$ cat src/rtl/logicnet_pkg.sv
// logicnet_pkg: shared state type and slice/address helpers for the LogicNets LUT layer
package logicnet_pkg;

    typedef enum logic [1:0] {EMPTY, LOAD, RUN} lut_state_e;

    function automatic int addr_w(input int depth);
        return depth <= 2 ? 1 : $clog2(depth);
    endfunction

    function automatic int in_off(input int n, input int in_w);
        return n * in_w;
    endfunction

    function automatic int out_off(input int n, input int out_w);
        return n * out_w;
    endfunction

endpackage

$ cat src/rtl/logicnet_lut_layer_pipe_if.sv
// logicnet_lut_layer_pipe_if: input vector and result stream handshakes of the LUT layer
interface logicnet_lut_layer_pipe_if #(
    parameter int N_NEURONS = 8,
    parameter int IN_W      = 6,
    parameter int OUT_W     = 2
);
    logic                       in_valid;
    logic                       in_ready;
    logic [N_NEURONS*IN_W-1:0]  in_data;
    logic                       out_valid;
    logic                       out_ready;
    logic [N_NEURONS*OUT_W-1:0] out_data;

    modport master (output in_valid, in_data, out_ready, input in_ready, out_valid, out_data);
    modport slave  (input in_valid, in_data, out_ready, output in_ready, out_valid, out_data);
endinterface

$ cat src/rtl/logicnet_lut_ram.sv
// logicnet_lut_ram: distributed truth-table RAM, synchronous write, asynchronous read
module logicnet_lut_ram #(
    parameter int DEPTH = 64,
    parameter int AW    = 6,
    parameter int W     = 2
) (
    input  logic          clk,
    input  logic          we,
    input  logic [AW-1:0] waddr,
    input  logic [W-1:0]  wdata,
    input  logic [AW-1:0] raddr,
    output logic [W-1:0]  rdata
);
    (* ram_style = "distributed", rom_style = "distributed" *) logic [W-1:0] mem [DEPTH];

    always_ff @(posedge clk)
        if (we) mem[waddr] <= wdata;

    assign rdata = mem[raddr];
endmodule

$ cat src/rtl/logicnet_lut_layer_pipe.sv
// logicnet_lut_layer_pipe: loadable per-neuron LUT layer with registered valid/ready output
// LUT_PARITY_EN adds a parity RAM and the sticky par_err check.
module logicnet_lut_layer_pipe
    import logicnet_pkg::*;
#(
    parameter int N_NEURONS = 8,
    parameter int IN_W      = 6,
    parameter int OUT_W     = 2
) (
    input  logic                       clk,
    input  logic                       rst,
    input  logic                       cfg_start,
    input  logic                       cfg_valid,
    input  logic [N_NEURONS*OUT_W-1:0] cfg_data,
    input  logic                       cfg_par,
    output logic                       load_done,
    output logic                       tbl_ready,
    output logic                       par_err,
    logicnet_lut_layer_pipe_if.slave   bus
);
    localparam int DEPTH = 2 ** IN_W;
    localparam int AW    = addr_w(DEPTH);

    lut_state_e                 state;
    logic [AW-1:0]              addr_cnt;
    logic [N_NEURONS*OUT_W-1:0] lookup, out_data;
    logic                       out_valid, we, accept;

    // a start beat never writes; it only restarts the count
    assign we            = state == LOAD && cfg_valid && !cfg_start && !rst;
    assign tbl_ready     = state == RUN;
    assign bus.in_ready  = tbl_ready && (!out_valid || bus.out_ready);
    assign accept        = bus.in_valid && bus.in_ready;
    assign bus.out_valid = out_valid;
    assign bus.out_data  = out_data;

    for (genvar i = 0; i < N_NEURONS; i++) begin : g_n
        logicnet_lut_ram #(.DEPTH(DEPTH), .AW(AW), .W(OUT_W)) u_ram (
            .clk,
            .we,
            .waddr(addr_cnt),
            .wdata(cfg_data[out_off(i, OUT_W) +: OUT_W]),
            .raddr(bus.in_data[in_off(i, IN_W) +: IN_W]),
            .rdata(lookup[out_off(i, OUT_W) +: OUT_W])
        );
    end

    always_ff @(posedge clk)
        if (rst) begin
            state     <= EMPTY;
            addr_cnt  <= '0;
            load_done <= 1'b0;
            out_valid <= 1'b0;
            out_data  <= '0;
        end else begin
            load_done <= 1'b0;
            if (cfg_start) begin
                state    <= LOAD;
                addr_cnt <= '0;
            end else if (we) begin
                addr_cnt <= addr_cnt + 1'b1;
                if (&addr_cnt) begin
                    state     <= RUN;
                    load_done <= 1'b1;
                end
            end
            if (accept) begin
                out_valid <= 1'b1;
                out_data  <= lookup;
            end else if (bus.out_ready) out_valid <= 1'b0;
        end

`ifdef LUT_PARITY_EN
    logic par_rd;

    logicnet_lut_ram #(.DEPTH(DEPTH), .AW(AW), .W(1)) u_par (
        .clk,
        .we,
        .waddr(addr_cnt),
        .wdata(cfg_par),
        .raddr(bus.in_data[IN_W-1:0]),
        .rdata(par_rd)
    );

    // registered on accept so the flag rises together with out_valid
    always_ff @(posedge clk)
        if (rst || cfg_start) par_err <= 1'b0;
        else if (accept && ((^lookup) != par_rd)) par_err <= 1'b1;
`else
    assign par_err = 1'b0 & cfg_par;
`endif
endmodule

$ cat src/flat_wrapper.sv
// flat-port wrapper written by rule: the top's interface ports become plain ports
module logicnet_lut_layer_pipe_flat import logicnet_pkg::*;
#(
    parameter int N_NEURONS = 8,
    parameter int IN_W      = 6,
    parameter int OUT_W     = 2
)
  (clk, rst, cfg_start, cfg_valid, cfg_data, cfg_par, load_done, tbl_ready, par_err, bus_in_valid, bus_in_data, bus_out_ready, bus_in_ready, bus_out_valid, bus_out_data);
  logicnet_lut_layer_pipe_if #(.N_NEURONS(N_NEURONS), .IN_W(IN_W), .OUT_W(OUT_W)) bus_i ();
  input  logic clk;
  input  logic rst;
  input  logic cfg_start;
  input  logic cfg_valid;
  input  logic [N_NEURONS*OUT_W-1:0] cfg_data;
  input  logic cfg_par;
  output logic load_done;
  output logic tbl_ready;
  output logic par_err;
  input wire logic [$bits(bus_i.in_valid)-1:0] bus_in_valid;
  input wire logic [$bits(bus_i.in_data)-1:0] bus_in_data;
  input wire logic [$bits(bus_i.out_ready)-1:0] bus_out_ready;
  output wire logic [$bits(bus_i.in_ready)-1:0] bus_in_ready;
  output wire logic [$bits(bus_i.out_valid)-1:0] bus_out_valid;
  output wire logic [$bits(bus_i.out_data)-1:0] bus_out_data;
  assign bus_i.in_valid = bus_in_valid;
  assign bus_i.in_data = bus_in_data;
  assign bus_i.out_ready = bus_out_ready;
  assign bus_in_ready = bus_i.in_ready;
  assign bus_out_valid = bus_i.out_valid;
  assign bus_out_data = bus_i.out_data;
  logicnet_lut_layer_pipe #(.N_NEURONS(N_NEURONS), .IN_W(IN_W), .OUT_W(OUT_W)) u_core (.clk(clk), .rst(rst), .cfg_start(cfg_start), .cfg_valid(cfg_valid), .cfg_data(cfg_data), .cfg_par(cfg_par), .load_done(load_done), .tbl_ready(tbl_ready), .par_err(par_err), .bus(bus_i));
endmodule
$ cat config.mk
export PLATFORM = sky130hd
export DESIGN_NAME = logicnet_lut_layer_pipe_flat
export DESIGN_NICKNAME = d
export VERILOG_FILES = /design/src/rtl/logicnet_pkg.sv /design/src/rtl/logicnet_lut_layer_pipe_if.sv /design/src/rtl/logicnet_lut_ram.sv /design/src/rtl/logicnet_lut_layer_pipe.sv /design/src/flat_wrapper.sv
export SDC_FILE = /design/constraint.sdc
export NUM_CORES = 1
export LEC_CHECK = 0
export CAP_MARGIN = 10
export CORE_ASPECT_RATIO = 1.75
export CORE_MARGIN = 3
export CORE_UTILIZATION = 29
export DETAILED_ROUTE_END_ITERATION = 10
export GPL_ROUTABILITY_DRIVEN = 0
export SYNTH_ARGS = -nofsm -noshare
export SYNTH_HDL_FRONTEND = slang
export SYNTH_SLANG_ARGS = --single-unit
$ cat constraint.sdc
create_clock -name clk -period 8.4 [get_ports clk]
set_input_delay 2.52 -clock clk [delete_from_list [all_inputs] [get_ports clk]]
set_output_delay 2.52 -clock clk [all_outputs]
set_load 0.005 [all_outputs]
* Word-level counts from Yosys, hierarchy flattened
Memory sizes are Yosys's and may differ from the RTL's. A register that Yosys moved wholly into a read port is not among the register bits.
Cells that the tools add are included.
** Word-level totals
- Word-level logic and storage cells :: 42
- Memories :: 8
- Bits in writable memories :: 1024
- Input port bits :: 71
- Flip-flop bits (word level) :: 10
- Output and inout port bits :: 21
** Memories
- u_core.g_n[0].u_ram.mem :: words 64, width 2, read ports 1, clocked after memory_dff 1, wr ports 1, line logicnet_lut_ram.sv:14 : (* ram_style = "distributed", rom_style = "distributed" *) logic [W-1:0] mem [DEPTH];
- u_core.g_n[1].u_ram.mem :: words 64, width 2, read ports 1, clocked after memory_dff 1, wr ports 1, line logicnet_lut_ram.sv:14
- u_core.g_n[2].u_ram.mem :: words 64, width 2, read ports 1, clocked after memory_dff 1, wr ports 1, line logicnet_lut_ram.sv:14
- u_core.g_n[3].u_ram.mem :: words 64, width 2, read ports 1, clocked after memory_dff 1, wr ports 1, line logicnet_lut_ram.sv:14
- u_core.g_n[4].u_ram.mem :: words 64, width 2, read ports 1, clocked after memory_dff 1, wr ports 1, line logicnet_lut_ram.sv:14
- u_core.g_n[5].u_ram.mem :: words 64, width 2, read ports 1, clocked after memory_dff 1, wr ports 1, line logicnet_lut_ram.sv:14
- +2 memories
** Cells by class
- Equality and inequality tests :: 2
- Mux-type cells :: 8
- Bitwise logic cells :: 1
- Reductions and logical operators :: 17
- Add/subtract/negate cells :: 1
** Operator list (number)
- 1-bit two-way mux :: 8
- 7-bit AND reduction :: 1
- 6-bit by 1-bit adder with 6-bit output, second input constant :: 1
- 6-bit AND reduction :: 1
- 2-bit nonzero test :: 3
- 1-bit logical AND :: 5
- 1-bit logical NOT :: 3
- 3-bit OR reduction :: 1
- 2-bit by 1-bit == test with 1-bit output, second input constant :: 1
- 2-bit == test, second input constant :: 1
- 2-bit AND reduction :: 1
- 2-bit OR reduction :: 1
- 1-bit logical OR :: 1
- 1-bit NOT :: 1

* Logic depth before layout (Yosys ltp)
Gate-level depths: netlist of run 1.
- Word-level depth :: 6
- Gate-level depth with buffers :: 8
- Gate-level depth less buffers :: 5

* Cells and area by module
Synthesis of run 1 repeated with hierarchy kept, for this count alone.
** Second synthesis, totals
- Cells, all modules :: 2697
- Area total of the unflattened synthesis :: 44038.5 sq um
** Modules (own cells, without submodules)
- logicnet_lut_ram :: instances 8, sequential area each 3843.7 sq um, cells an instance 322, area each 5357.6 sq um
- logicnet_lut_layer_pipe :: instances 1, sequential area each 520.5 sq um, cells an instance 121, area each 1177.4 sq um

* Worst setup path after synthesis of run 1
OpenSTA, ideal clock, no wires.
- Kind :: input -> output
- Start :: in bus_out_ready
- End :: out bus_in_ready
- Setup slack :: 3109 ps
- Stages on the path :: 2
- Data arrival time :: 2771 ps
- Required time :: 5880 ps
- Buffers on the path :: 0
- Cells stage by stage :: nor2b_1 nor2b_1
** Between the ends
- Word-level cells in the longest chain between the ends :: 2
** Ends and longest elaborated chain
- from (decl) :: line flat_wrapper.sv:21 : input wire logic [$bits(bus_i.out_ready)-1:0] bus_out_ready;
- 1-bit logical OR :: line logicnet_lut_layer_pipe.sv:32 : assign bus.in_ready = tbl_ready && (!out_valid || bus.out_ready);
- 1-bit logical AND :: line logicnet_lut_layer_pipe.sv:32
- to (decl) :: line flat_wrapper.sv:22 : output wire logic [$bits(bus_i.in_ready)-1:0] bus_in_ready;
Every way passes these cells.

* Final worst setup path of run 1
Same ends and word-level chain as after synthesis.

==> results of run 1 <==
## flip-flops by register name (all words and copies together), names as in the netlist
signal	count
u_core.addr_cnt	6
u_core.g_n.u_ram.mem	1024
u_core.load_done	1
u_core.state	2
u_core.bus.out_valid	1
u_core.bus.out_data	16
## cells in the final DEF (no fill, tap or decap), drive strengths merged, types with 6 or more instances in the layout
| master | netlist | layout |
|---|---|---|
| or2 | 10 | 10 |
| mux2i | 257 | 257 |
| inv | 3 | 9 |
| clkinv | 0 | 35 |
| nand3 | 6 | 6 |
| edfxtp | 1024 | 1024 |
| nor2b | 21 | 21 |
| nand2b | 24 | 24 |
| o22ai | 80 | 80 |
| nor2 | 93 | 93 |
| clkdlybuf4s50 | 0 | 65 |
| clkbuf | 20 | 105 |
| bufinv | 0 | 11 |
| diode | 0 | 8 |
| or3 | 19 | 19 |
| and2 | 8 | 8 |
| dfxtp | 26 | 26 |
| mux2 | 64 | 64 |
| a221oi | 32 | 32 |
| mux4 | 128 | 128 |
| nand2 | 47 | 47 |
| a22oi | 64 | 64 |
| o211ai | 16 | 16 |
| buf | 81 | 113 |
| o21ai | 18 | 18 |
| a21oi | 35 | 35 |
## per-layer routing
metal,track usage (%),vias up
met5,0,-
met4,4.581,18
met3,2.268,170
met2,25.86,466
met1,14.17,10380
li1,-,8896
## where the power goes
group / total, W / internal (W) / leakage, nW / switching, W
Clock: 0.00416 / 0.00232 / 1.40 / 0.00185
Sequential: 0.00574 / 0.00574 / 9.41 / 0.000000647
Combinational: 0.000437 / 0.000170 / 4.08 / 0.000267
Total: 0.0103 / 0.00823 / 14.9 / 0.00212
## critical path: cells and delay by family
family / cells / cell delay (ns)
buf+inv: 2 / 0.84
simple gates: 2 / 0.34
## stage by stage
stage | setup slack, ns | instances | area [sq um] | hold WS, ns | util (%)
finish | 2.175 | 4168 | 47110 | 0.4890 | 33.77
global route | 2.115 | 4161 | 47090 | 0.5116 | 33.76
global placement | 2.201 | 3999 | 44200 | 0.4694 | 31.69
CTS | 2.182 | 4160 | 47090 | 0.4905 | 33.75
floorplan | 3.109 | 2092 | 40830 | 0.4687 | -
detailed placement | 2.193 | 3999 | 44200 | 0.4810 | 31.69
## how the worst max path moves through the flow
stage,from,to,slack [ns]
floorplan,bus_out_ready,bus_in_ready,3.11
global placement,bus_out_ready,bus_in_ready,2.20
detailed placement,bus_out_ready,bus_in_ready,2.19
CTS,bus_out_ready,bus_in_ready,2.18
global route,bus_out_ready,bus_in_ready,2.11
finish,bus_out_ready,bus_in_ready,2.17
## final cells by class
type / count / area (sq um)
Fill cell: 13290 / 92390
Sequential cell: 1050 / 31270
Multi-Input combinational cell: 938 / 9195
Clock buffer: 105 / 2317
Tap cell: 1830 / 2290
Timing Repair Buffer: 178 / 1439
Clock inverter: 56 / 566.8
Antenna cell: 8 / 20.02
Inverter: 3 / 11.26
## logic make-up after synthesis
family / Yosys count / share of synthesized area (%)
flops: 1050 / 76.59
compound gates: 246 / 4.048
xor+xnor: 3 / 0.06437
mux: 449 / 15.13
buf+inv: 104 / 1.333
fa+ha+maj: 1 / 0.03064
simple gates: 238 / 2.801
other cells: 1 / 0.009185
==> summary.txt, run 1 <==
Hold path
  • Hold WC Path Type: flop to flop
  • Hold_sp: u_core.bus.out_data[10]$_SDFFE_PP0P_
  • Worst Hold Depth: 2
  • Worst Hold Path EP: u_core.bus.out_data[10]$_SDFFE_PP0P_

Critical path
  • Critical R2R Capture: u_core.g_n[2].u_ram.mem[62][1]$_DFFE_PP_
  • Critical path cell sequence: clkdlybuf4s50_1, nor2b_1, nor2b_1, clkdlybuf4s50_1
  • Critical Path Start Type: input port
  • Worst-path maximum fanout: 4
  • RR Startpoint: u_core.state[1]$_SDFFE_PP0P_
  • R2R cell count: 5
  • Crit Path Class: input port to primary output
  • Reg2reg setup slack: 5.48 ns
  • Worst path max stage delay: 0.45 ns
  • Critical Path RT: 5.88 ns
  • Crit path DAT: 3.71 ns
  • Slowest cell on crit path: clkdlybuf4s50_1
  • Critical Path Sink Type: primary output

STA
  • Worst-Margin Slew: 1.207 ns
  • # setup viols final: 0
  • Period utilization: 74.11%
  • Fmax: 160.6 MHz
  • Clock skew: 0.02171 ns
  • Final hold vios: 0
  • Fin. max-slew vios: 0
  • RSZ-0062 raised after global routing: false
  • Fin Setup TNS: 0 ns
  • Post-layout minimum cycle time: 6.225 ns
  • Worst slew margin: 19.53%

Status
  • Status: finished, final reports clean

GRT
  • Congestion Overflow GR: 0
  • Initial antenna violation count: 17
  • First-pass GRT wire length: 140,500 microns
  • Total track usage: 13.28%
  • Vias in the first global route: 21,080
  • Largest net degree at the start of global routing: 65

Power
  • Pwr Density: 219.6 nW/um^2
  • Design Power: 0.01034 W
  • P_leak: 14.90 nW
  • Peak supply drop: 0.1315 mV

Yosys
  • Async SR Flop Fraction: 0%
  • Cell count after synthesis: 2,092
  • Top cells by area, synth: edfxtp_1 (75%), mux4_2 (7.1%), mux2i_1 (6.3%)
  • Synth cell types: 35
  • Post-Syn Area: 40,830 sq um
  • Syn Nets: 2,164
  • Share of the synthesized area in the top cell type: 75.31%
  • Most common flop cell mapped by yosys: edfxtp_1
  • Synthesized flop and latch total: 1,050
  • Area leader, netlist: edfxtp_1
  • Commonest cells in the synthesized netlist: edfxtp_1 (1,024), mux2i_1 (257), mux4_2 (128), nor2_1 (93), o22ai_1 (80)
  • Synth warnings: 0
  • Number of synthesized flops with an enable pin: 1,024
  • Avg Cell Area, Syn: 19.52 sq um
  • Most frequent cell after synthesis: edfxtp_1
  • Sequential fraction of the synthesis area: 76.59%

Routing
  • Vias/cell: 4.782
  • Total wire length: 97,400 microns
  • Via count: 19,930
  • Met3 WL: 4274 microns
  • DRT Pass-1 Iters: 5
  • Wire length per cell: 23.37 microns
  • Metal-1 WL: 34,620 microns
  • DRC violation count after routing: 0
  • Uppermost layer routed: met5
  • WL met2: 55,300 microns
  • Antenna viol nets, final: 0
  • DRT iter0 DRCs: 1,467

Floorplan
  • Die Ht: 502.4 microns
  • Row Count: 181
  • Starting Density: 29.27%
  • Overall die area: 145,500 sq um
  • Die X: 289.6 microns
  • I/O pin count: 92
  • CORE AREA: 139,500 sq um

Clock tree
  • # hold bufs at CTS: 0
  • Postcts setup bufs: 0
  • CTS Root Cell: clkbuf_16
  • Clk_lat worst skew: 0.66 ns
  • CTS Buf Count: 88
  • CTS sink cnt: 1,050
  • H-tree depth: 3
  • Max Buffers Root-to-Sink: 3
  • CTS tree: built
  • CTS resizes: 0
  • Clock transition at path regs: 0.07 ns

Placement
  • Half-perimeter wire length after placement: 65,560 microns
  • Buffers on Ports: 89

Cells and area
  • Layout cells sized above 1: 21.85%
  • Final nets: 2,331
  • Synthesis-to-layout area growth: 15.38%

Job
  • Max Cap Viol: 0
No activity file was read; power rests on OpenSTA's default activity.
==> run 2: changes to the inputs <==
==> constraint.sdc (replaced) <==
create_clock -name clk -period 6.1 [get_ports clk]
set_input_delay 1.83 -clock clk [delete_from_list [all_inputs] [get_ports clk]]
set_output_delay 1.83 -clock clk [all_outputs]
set_load 0.005 [all_outputs]
==> run 2 against run 1 <==
Total power up 36%. Via count up 0.19%. Register-to-register slack worse by 2.5 ns. Critical endpoint unchanged. Flip-flop and latch count unchanged. Core utilization about the same. Clock skew up 0.0010 ns. Hold slack better by 0.0047 ns. Design area about the same. Clock power up 34%. Critical path type unchanged. First-iteration DRC count down 1.4%. Sequential share of layout area up 0.063 points.
==> summary.txt, run 2 (synthesized netlist as in run 1, its figures left out) <==
Clock tree
  • Clock transition at path regs: 0.07 ns
  • Max Buffers Root-to-Sink: 3
  • H-tree depth: 3
  • CTS Buf Count: 87
  • Postcts setup bufs: 0
  • CTS sink cnt: 1,050
  • CTS resizes: 0
  • CTS tree: built
  • CTS Root Cell: clkbuf_16
  • # hold bufs at CTS: 0
  • Clk_lat worst skew: 0.66 ns

GRT
  • Vias in the first global route: 21,270
  • Congestion Overflow GR: 0
  • Initial antenna violation count: 14
  • Largest net degree at the start of global routing: 65
  • First-pass GRT wire length: 141,200 microns
  • Total track usage: 13.31%

Status
  • Status: finished, final reports clean

Critical path
  • Critical Path RT: 4.27 ns
  • Crit path DAT: 3.00 ns
  • Critical Path Start Type: input port
  • Worst-path maximum fanout: 4
  • Crit Path Class: input port to primary output
  • Critical path cell sequence: clkdlybuf4s50_1, nor2b_1, nor2b_1, clkdlybuf4s50_1
  • Worst path max stage delay: 0.45 ns
  • Critical Path Sink Type: primary output
  • Slowest cell on crit path: clkdlybuf4s50_1

STA
  • # setup viols final: 0
  • Fin Setup TNS: 0 ns
  • RSZ-0062 raised after global routing: false
  • Worst-Margin Slew: 1.230 ns
  • Period utilization: 79.26%
  • Post-layout minimum cycle time: 4.835 ns
  • Fin. max-slew vios: 0
  • Worst slew margin: 18.01%
  • WHS: 0.4936 ns
  • Fmax: 206.8 MHz
  • Clock skew: 0.02272 ns
  • Final hold vios: 0

Power
  • Clock Power Share: 39.6%
  • Cell Int Power: 0.01119 W
  • Peak supply drop: 0.2405 mV
  • Net switching power: 0.002905 W
  • P_leak: 14.87 nW
  • Pwr Density: 299.4 nW/um^2
  • Switching Share: 20.61%
  • Sequential share of power: 56.1%
  • Comb power frac: 4.3%

Cells and area
  • Post-route cell area: 47,060 sq um
  • Final nets: 2,333
  • Number of fill cells: 13,240
  • Most flop-heavy register: u_core.g_n.u_ram.mem
  • Area of the multi-input gates: 9195 sq um
  • Synthesis-to-layout area growth: 15.27%
  • Largest register FFs: 1,024
  • FF+latch area: 31,270 sq um
  • Layout cells sized above 1: 22.20%
  • Regs by FF count: u_core.g_n.u_ram.mem: 1024 flops, u_core.bus.out_data: 16 flops, u_core.addr_cnt: 6 flops
  • Most frequent cells in the layout: edfxtp_1 (1,024), mux2i_1 (257), mux4_2 (128), buf_4 (92), clkbuf_16 (91)
  • Commonest non-fill, non-tap cell in the layout: edfxtp_1

Floorplan
  • Overall die area: 145,500 sq um
  • CORE AREA: 139,500 sq um
  • Starting Density: 29.27%
  • Die X: 289.6 microns
  • I/O pin count: 92
  • Die Ht: 502.4 microns
  • Row Count: 181

Placement
  • Half-perimeter wire length after placement: 67,310 microns
  • Dpl cell area: 44,230 sq um
  • Buffers on Ports: 89

Routing
  • Via count: 19,970
  • Antenna viol nets, final: 0
  • Vias/cell: 4.789
  • DRT Pass-1 Iters: 6
  • DRC violation count after routing: 0
  • Wire length per cell: 23.46 microns
  • Total wire length: 97,790 microns
  • DRT iter0 DRCs: 1,447

Job
  • Max Cap Viol: 0

Hold path
  • Hold WC Path Type: flop to flop
-- run 2: cell types whose count changed in the layout (fill, tap and decap cells not counted), moves of 2 or more --
cell        before  now
clkinv_1        22   14
clkbuf_16       89   91
bufinv_16       11    7
clkbuf_8         3    0
clkinv_2        12   18
diode_2          8    6
inv_6            5    3
buf_4           89   92
clkbuf_1        13   15
clkinvlp_4       4   10
-- run 2: final timing paths --
check,from,endpoint,slack (ns),depth (start not counted)
min reg2reg,u_core.bus.out_data[5]$_SDFFE_PP0P_,u_core.bus.out_data[5]$_SDFFE_PP0P_,0.49,2
min,u_core.bus.out_data[5]$_SDFFE_PP0P_,u_core.bus.out_data[5]$_SDFFE_PP0P_,0.49,2
max reg2reg,u_core.state[1]$_SDFFE_PP0P_,u_core.g_n[2].u_ram.mem[5][1]$_DFFE_PP_,2.95,5
max,bus_out_ready,bus_in_ready,1.27,4
-- run 2: worst max-delay path: cells and delay by family --
| family | cells | cell delay (ns) |
|---|---|---|
| simple gates | 2 | 0.33 |
| buf+inv | 2 | 0.84 |
-- run 2: power groups by stage --
stage	registers, W	clock network [W]	logic (W)
after global routing	0.00790	0.00595	0.000656
after global placement	0.00807	0	0.000600
final	0.00791	0.00558	0.000608
after floorplan	0.00807	0	0.000360
after CTS	0.00791	0.00570	0.000614
after detailed placement	0.00807	0	0.000612
-- run 2: area by class of cell --
cell class | count | area share [%]
antenna | 6 | 0.03190
clock buffer | 106 | 4.958
clock inverter | 55 | 1.037
inverter | 3 | 0.02393
multi-input combinational | 938 | 19.54
sequential | 1050 | 66.44
tap | 1830 | 4.865
timing repair buffer | 181 | 3.105
-- run 2: through the flow --
step	cells	setup WS [ns]	util [%]	power [W]
floorplan	2092	2.092	-	0.008426
global placement	4002	1.013	31.70	0.008667
global route	4164	1.175	33.73	0.01451
detailed placement	4002	0.9703	31.70	0.008680
finish	4169	1.265	33.74	0.01409
CTS	4163	1.254	33.73	0.01422
-- run 2: routing by layer --
layer	vias to the layer above	routed length (microns)	GRT usage, %
met5	-	79	0
met1	10470	34660	13.96
met3	151	3975	2.155
li1	8887	-	-
met2	443	55940	26.22
met4	16	3139	4.744
